[src/rtl/fifo_packetizer_popcount.sv]
`default_nettype none
// ---------------------------------------------------------------------------
// popcount : number of set bits in a valid vector
// Rev 1.0
// ---------------------------------------------------------------------------
module popcount #(
    parameter int N  = 8,
    parameter int CW = $clog2(N + 1)
) (
    input  logic [N-1:0]  i_vec,
    output logic [CW-1:0] o_count
);

    always_comb begin
        o_count = '0;
        for (int k = 0; k < N; k++) begin
            o_count = o_count + CW'(i_vec[k]);
        end
    end

endmodule
`default_nettype wire

[src/rtl/fifo_packetizer.sv]
`default_nettype none
// ---------------------------------------------------------------------------
// fifo_packetizer : drains an upstream FIFO into length-prefixed packets
// Rev 1.0
// ---------------------------------------------------------------------------
module fifo_packetizer #(
    parameter int WIDTH     = 8,
    parameter int DEPTH     = 8,
    parameter int MAXLEN    = 8,
    parameter int THRESHOLD = 4,
    parameter int TIMEOUT   = 16
) (
    input  logic             i_clk,
    input  logic             i_rst,
    input  logic             i_cg,
    input  logic             i_flush,
    input  logic             i_fifo_empty,
    input  logic [DEPTH-1:0] i_fifo_valid,
    input  logic [WIDTH-1:0] i_fifo_data,
    output logic             o_fifo_pop,
    output logic             o_valid,
    input  logic             i_ready,
    output logic [WIDTH-1:0] o_data,
    output logic             o_last,
    output logic             o_busy
);

    localparam int CW  = $clog2(DEPTH + 1);
    localparam int RW  = $clog2(MAXLEN + 1);
    localparam int ICW = (TIMEOUT > 1) ? $clog2(TIMEOUT) : 1;
    localparam logic [ICW-1:0] IDLE_LIMIT = ICW'((TIMEOUT > 0) ? TIMEOUT - 1 : 0);

    typedef enum logic [1:0] {
        IDLE = 2'd0,
        HDR  = 2'd1,
        BODY = 2'd2,
        DONE = 2'd3
    } state_e;

    state_e           state_q;
    logic [RW-1:0]    remain_q;
    logic [ICW-1:0]   idle_cnt_q;
    logic             valid_q;
    logic             last_q;
    logic [WIDTH-1:0] data_q;

    logic [CW-1:0]    w_count;
    logic [RW-1:0]    w_len;
    logic             w_load;
    logic             w_timeout_hit;
    logic             w_start;

    popcount #(
        .N  (DEPTH),
        .CW (CW)
    ) u_popcount (
        .i_vec   (i_fifo_valid),
        .o_count (w_count)
    );

    assign w_len         = (w_count > CW'(MAXLEN)) ? RW'(MAXLEN) : w_count[RW-1:0];
    assign w_timeout_hit = (TIMEOUT != 0) && (idle_cnt_q == IDLE_LIMIT);
    assign w_start       = (w_count >= CW'(THRESHOLD)) || ((w_count != '0) && w_timeout_hit);
    assign w_load        = i_cg && (!valid_q || i_ready);

    // The pop shares the edge that registers the head word into o_data.
    assign o_fifo_pop = (state_q == BODY) && w_load && !i_flush;

    always_ff @(posedge i_clk or posedge i_rst) begin
        if (i_rst) begin
            state_q    <= IDLE;
            valid_q    <= 1'b0;
            last_q     <= 1'b0;
            data_q     <= '0;
            remain_q   <= '0;
            idle_cnt_q <= '0;
        end else if (i_flush) begin
            state_q    <= IDLE;
            valid_q    <= 1'b0;
            last_q     <= 1'b0;
            remain_q   <= '0;
            idle_cnt_q <= '0;
        end else if (i_cg) begin
            if (w_load) begin
                valid_q <= 1'b0;
                last_q  <= 1'b0;
            end
            case (state_q)
                IDLE: begin
                    if (w_start) begin
                        remain_q   <= w_len;
                        idle_cnt_q <= '0;
                        state_q    <= HDR;
                    end else if (w_count == '0) begin
                        idle_cnt_q <= '0;
                    end else if (idle_cnt_q != IDLE_LIMIT) begin
                        idle_cnt_q <= idle_cnt_q + ICW'(1);
                    end
                end
                HDR: begin
                    if (w_load) begin
                        data_q  <= WIDTH'(remain_q);
                        valid_q <= 1'b1;
                        last_q  <= 1'b0;
                        state_q <= BODY;
                    end
                end
                BODY: begin
                    if (w_load) begin
                        data_q   <= i_fifo_data;
                        valid_q  <= 1'b1;
                        remain_q <= remain_q - RW'(1);
                        last_q   <= (remain_q == RW'(1));
                        if (remain_q == RW'(1)) begin
                            state_q <= DONE;
                        end
                    end
                end
                DONE: begin
                    if (valid_q && i_ready) begin
                        state_q <= IDLE;
                    end
                end
                default: state_q <= IDLE;
            endcase
        end
    end

    assign o_valid = valid_q;
    assign o_data  = data_q;
    assign o_last  = last_q;
    assign o_busy  = (state_q != IDLE);

    // len never exceeds the buffered count, so a pop must find a word.
    a_pop_not_empty: assert property (@(posedge i_clk) disable iff (i_rst)
        o_fifo_pop |-> !i_fifo_empty);

endmodule
`default_nettype wire

[config.mk]
export PLATFORM = sky130hd
export DESIGN_NAME = fifo_packetizer
export DESIGN_NICKNAME = d
export VERILOG_FILES = /design/src/rtl/fifo_packetizer_popcount.sv /design/src/rtl/fifo_packetizer.sv
export SDC_FILE = /design/constraint.sdc
export NUM_CORES = 1
export LEC_CHECK = 0
export CAP_MARGIN = 20
export CORE_ASPECT_RATIO = 1.5
export CORE_UTILIZATION = 50
export DETAILED_ROUTE_END_ITERATION = 10
export DONT_BUFFER_PORTS = 1
export SLEW_MARGIN = 20
export SYNTH_ARGS = -nofsm -noshare
export SYNTH_HDL_FRONTEND = slang
export SYNTH_SLANG_ARGS = --single-unit
[constraint.sdc]
create_clock -name i_clk -period 4.4 [get_ports i_clk]
set_input_delay 0.22 -clock i_clk [delete_from_list [all_inputs] [get_ports i_clk]]
set_output_delay 0.22 -clock i_clk [all_outputs]
set_load 0.05 [all_outputs]
# Word-level counts from Yosys, hierarchy flattened
# Index checks and enable logic that the tools add are counted.
[op_classes] n_addsub=9 n_mul=0 n_div=0 n_lt_le_gt_ge=2 eq_ne=13 n_shift=0 mux=34 bitwise=1 reduce_logical=23
[op_table] op="2-to-1 mux 4 bit" count=11
[op_table] op="adder 4 x 1 -> 4 bit" count=6
[op_table] op="2-to-1 mux 8 bit" count=2
[op_table] op="case mux 8 bit (2 select lines)" count=1
[op_table] op="2-to-1 mux 2 bit" count=7
[op_table] op="!= test 3 bit (second input constant)" count=4
[op_table] op="2-to-1 mux 1 bit" count=10
[op_table] op="case mux 2 bit (4 select lines)" count=1
[op_table] op="case mux 4 bit (2 select lines)" count=1
[op_table] op="nonzero test 2 bit" count=4
[op_table] op="nonzero test 4 bit" count=2
[op_table] op="AND reduction 6 bit" count=1
[op_table] op="logical AND 1 bit" count=5
[op_table] op="AND reduction 5 bit" count=1
[op_table] op="adder 4 x 1 -> 4 bit (second input constant)" count=1
[op_table] op="equality test 2 bit (second input constant)" count=2
[op_table] op="equality test 4 x 1 -> 1 bit (second input constant)" count=1
[op_table] op="equality test 4 bit (second input constant)" count=1
[op_table] op="greater-or-equal comparator 4 x 3 -> 1 bit (second input constant)" count=1
[op_table] op="greater-than comparator 4 bit (second input constant)" count=1
[op_table] op="logical NOT 4 bit" count=1
[op_table] op="!= test 2 bit (second input constant)" count=2
[op_table] op="!= test 4 bit (second input constant)" count=1
[op_table] op="AND reduction 4 bit" count=1
[op_table] op="12 further kinds" count=14
[word_totals] reg_bits=20 latchBits=0 ramBits=0 rom_bits=0 in_bits=22 output_inout_bits=12 word_cells=88 n_memories=0

# Longest topological paths before layout
[depth] word_depth=14 ltp_mapped=11 ltp_nobuf=11

# Modules after synthesis
# Synthesis repeated with hierarchy kept, for this count alone.
[hier_totals] cells_unflattened=152 area_unflattened_um2=1372.6
[by_module_without_submodules] module="fifo_packetizer" instances=1 cells_per_inst=134 area_each_um2=1204.9 seq_area_each_um2=500.5
[by_module_without_submodules] module="popcount" instances=1 cells_per_inst=18 area_each_um2=167.7 seq_area_each_um2=0.0

# Worst setup path before layout
# Ideal clock, no wire load.
[synth_path] path_kind="input port to flip-flop" from="input i_fifo_valid[0]" to="register idle_cnt_q[3]" arrival_ps=3437 path_slack_ps=886 path_stages=11 cell_sequence="ha_1 -> inv_1 -> fa_1 -> fa_1 -> fa_1 -> inv_1 -> fa_1 -> and2b_1 -> or4_4 -> or4_1 -> o21ai_1"
[synth_between] elab_chain_len=14 elab_cells_between_ends=19 cone_classes="add/sub: 7; order compare: 1; mux: 5; reduce/logical: 6"
[synth_rtl] element="from (decl)" line="fifo_packetizer.sv:18" rtl="input logic [DEPTH-1:0] i_fifo_valid,"
[synth_rtl] element="adder 1 x 1 -> 2 bit (*)" line="fifo_packetizer_popcount.sv:17" rtl="o_count = o_count + CW'(i_vec[k]);"
[synth_rtl] element="adder 4 x 1 -> 4 bit (*) (6 in series)" line="fifo_packetizer_popcount.sv:17"
[synth_rtl] element="parallel branches: the longest is 7 deep, another holds greater-or-equal comparator 4 x 3 -> 1 bit"
[synth_rtl] element="to (signal assigned)" line="fifo_packetizer.sv:97" rtl="idle_cnt_q <= idle_cnt_q + ICW'(1);"
[synth_rtl] element="to (decl)" line="fifo_packetizer.sv:42" rtl="logic [ICW-1:0] idle_cnt_q;"
# Every way passes the cells marked *. The select of a mux whose other input is x is not followed.
# A chain may end at the register's enable or synchronous reset.

# Worst setup path after layout
# Same ends and word-level chain as after synthesis.

==> metrics list <==
* Number of cells produced by synthesis: 157
* Fraction of final layout cells with drive strength greater than 1: 0.0764
* Total routing usage reported by global routing: 0.197
- Number of nets in the layout: 195
- For this run, the leading register cell type out of synthesis is sky130_fd_sc_hd__dfrtp_1.
- CTS tree: done
- Final weighted congestion in routability-driven placement: 0.815
- Final worst-path cycle share: 0.766
* Cell variety after synth: 46
- Cell type with the largest total area after synthesis: sky130_fd_sc_hd__dfrtp_1
- Via count of the first global-routing pass: 996
* Dpl cells: 191
* Pin count of the biggest net entering global routing: 21
* Commonest cells in the synthesized netlist: 24 x sky130_fd_sc_hd__inv_1, 20 x sky130_fd_sc_hd__dfrtp_1, 10 x sky130_fd_sc_hd__ha_1, 10 x sky130_fd_sc_hd__o21ai_0
- Based on the critical path, the design can be clocked at up to 297 MHz.
- The layout has 269 filler cells.
- The number of nets in the synthesized netlist is 193.
- STA puts the critical path data required time at 4580 ps.
* Sequential share of the synthesized area: 0.344
- Final Hold Violating Endpoints: 20
- The worst register-to-register path has a setup slack of 1910 ps.
- Endpoint of the worst-slack reg-to-reg timing path: o_data[5]$_DFFE_PP0P_
- sky130_fd_sc_hd__inv_1 is the most common cell in the netlist.
- The worst setup path is launched from an input port.
- Initial detailed-routing violation count: 20
- Run status: finished with violations
- Of the post-synthesis cell area, the dominant cell type holds 0.344.
* Power per unit of standard cell area: 537 nW/um^2
- For this design, the sink count on the clock tree is 20.
- The initial utilization of the core area, before any placement, comes to 0.537.
- Worst Setup Slack, final: 1030 ps
- Avg Synthesized Cell Area: 9.26 sq um
* Total wire length: 2920 um
- For the final routed database, the setup TNS stands at 0 ps.
- Number of failing setup endpoints in the final timing report: 0
- Final cell count without fillers: 194
- Global route total overflow: 0
- Time the worst path needs with I/O delays and setup: 3370 ps
* Category of the critical setup timing path: in -> reg
* Transition time of the tightest slew-check pin: 891 ps
- Layout overhead on the synthesized area: 5.16%
- Die H: 68.0 um
- Synthesis inferred 20 register bits.
- The checks that failed: negative hold slack.
* Delay contributed by the slowest stage of the critical path: 540 ps
- Boundary pin count: 34
- Arrival @ worst endpoint: 3550 ps
- Cell breakdown of the critical path: ha_1 -> inv_1 -> fa_1 -> fa_1 -> fa_1 -> inv_1 -> fa_1 -> and2b_1 -> or4_4 -> or4_1 -> o21ai_1
- Ranked by total cell area, the synthesized netlist is headed by sky130_fd_sc_hd__dfrtp_1 34%, sky130_fd_sc_hd__ha_1 8.6%, sky130_fd_sc_hd__inv_1 6.2%.
- Total of max-cap violations: 0
- The die is 46.0 um wide.
- Residual antenna-violating net count after detailed routing: 0
* Vias per cell: 5.89
* Netlist area before placement: 1450 sq um
- IR analysis of the VDD net gives a maximum drop of 0.000221 V.
* Final hold slack: -13.4 ps
* Floorplan row count: 23
* Placeable core region: 2710 sq um
* Worst Setup Slack post-DPL: 745 ps
- Initial antenna violation count: 0
- Clock-pin slew was measured on the worst setup and hold paths at 70 ps.
* Post-CTS setup buffer count: 0
* Share of synthesized flip-flops with an asynchronous set or reset: 1.00
* Total of cells resized after clock tree synthesis: 0
- Die outline area: 3130 sq um
- For this run, design rule violations remaining after detail routing come to 0.
- Kind of end point of the critical path: flop
- The synthesized design contains 0 enable-type register cells.
- Leakage power summed over all cells: 0.000694 uW
- Summing over every cut layer, the via total after detailed routing is 1,142.
* Yosys Warn Count: 0
- The first global-routing pass estimated 4440 um of wire.
* Cell chosen for the clock root: sky130_fd_sc_hd__clkbuf_8
* Worst path bufs/invs: 2
- Counting the buffers created by CTS gives 3.
* Number of antenna diodes: 0
- Clock skew on the completed layout was measured at 1.65 ps.
* Max Fanout on Critical Path: 4
* Number of buffers on the longest clock path: 2
- Cell mode on critical path: sky130_fd_sc_hd__fa_1
- H-Tree Depth: 1
- Clk_lat worst skew: 250 ps
- Worst slew slack as a fraction of its limit: 0.406
- The first detailed-routing pass took 4 iterations.
- CP max stage cell: sky130_fd_sc_hd__or4_4
- In this run the tool buffered the top-level ports with 0 buffer cells.
- Count of pins over their slew limit: 0
- Total half-perimeter wirelength after legalization and detailed placement: 2250 um
* R2R cell count: 6
- Critical register-to-register path startpoint: state_q[0]$_DFFE_PP0P_
- The critical path runs through a total of 11 cells.
- HP Class: in -> async
* Setup repair after global routing missed its margin: false
- The kind of cell with the highest combined delay along the critical path is adder cells.
- In the final routed layout, each cell accounts on average for 15.0 um.
- Hold-fix buffer count after cts: 0
cells in the final DEF, fill, tap and decap left out, drive strengths merged, types with 3 or more instances in the layout:
cell     n
nand2    8
o32ai    4
a211oi   4
ha      10
fa       4
nor2     8
inv     24
clkbuf   3
o21ai   11
or2      3
mux2i    5
nand2b   5
nand3    8
nor2b    3
a21oi    7
dfrtp   20
report_power, final:
group          internal (uW)  switching, uW  total (uW)
clock                   60.9           55.5         116
combinational            121            167         287
sequential               235            182         417
total                    416            405         821
registers in the layout (all words and copies together), names as in the netlist:
name / count
idle_cnt_q: 4
o_data: 8
o_last: 1
o_valid: 1
remain_q: 4
state_q: 2
per-layer routing:
layer	track usage	wire length (um)	up-vias
li1	-	-	559
met1	0.220	1190	551
met2	0.352	1570	28
met3	0.0317	111	4
met4	0.0882	46	0
met5	0	0	-
final cells by class:
type                            count  area (sq um)  share of cell area
Multi-Input combinational cell    110           851               0.556
Inverter                           24          90.1              0.0589
Clock buffer                        3          41.3              0.0270
Tap cell                           37          46.3              0.0303
Sequential cell                    20           500               0.327
metrics by stage:
stage                     utilization  instance area, sq um  hold slack (ps)  total power (uW)
after detailed placement        0.550                  1490              283               709
after global placement          0.550                  1490              287               699
after CTS                       0.565                  1530             7.06               830
after global routing            0.565                  1530             7.56               876
final                           0.565                  1530            -13.4               821
after floorplan                     -                  1450              184               650
cell families (layout without fill, tap and decap cells):
| family | Yosys count | count (layout) | synth area share |
|---|---|---|---|
| AOI/OAI and AO/OA | 41 | 41 | 0.207 |
| buffers and inverters | 27 | 27 | 0.0706 |
| muxes | 6 | 6 | 0.0422 |
| DFF | 20 | 20 | 0.344 |
| and+or+nand+nor | 48 | 48 | 0.189 |
| xor gates and xnor gates | 1 | 1 | 0.00603 |
| adders and majority gates | 14 | 14 | 0.141 |
worst max path at each step:
stage | slack (ps) | startpoint | end
2_1_floorplan | 890 | i_fifo_valid[0] | idle_cnt_q[3]$_DFFE_PP0P_
3_3_place_gp | 800 | i_fifo_valid[0] | idle_cnt_q[3]$_DFFE_PP0P_
3_5_place_dp | 740 | i_fifo_valid[0] | idle_cnt_q[3]$_DFFE_PP0P_
4_1_cts | 1020 | i_fifo_valid[0] | idle_cnt_q[3]$_DFFE_PP0P_
5_1_grt | 870 | i_fifo_valid[0] | idle_cnt_q[3]$_DFFE_PP0P_
6_report | 1030 | i_fifo_valid[0] | idle_cnt_q[3]$_DFFE_PP0P_
(Power assumes the default switching activity.)
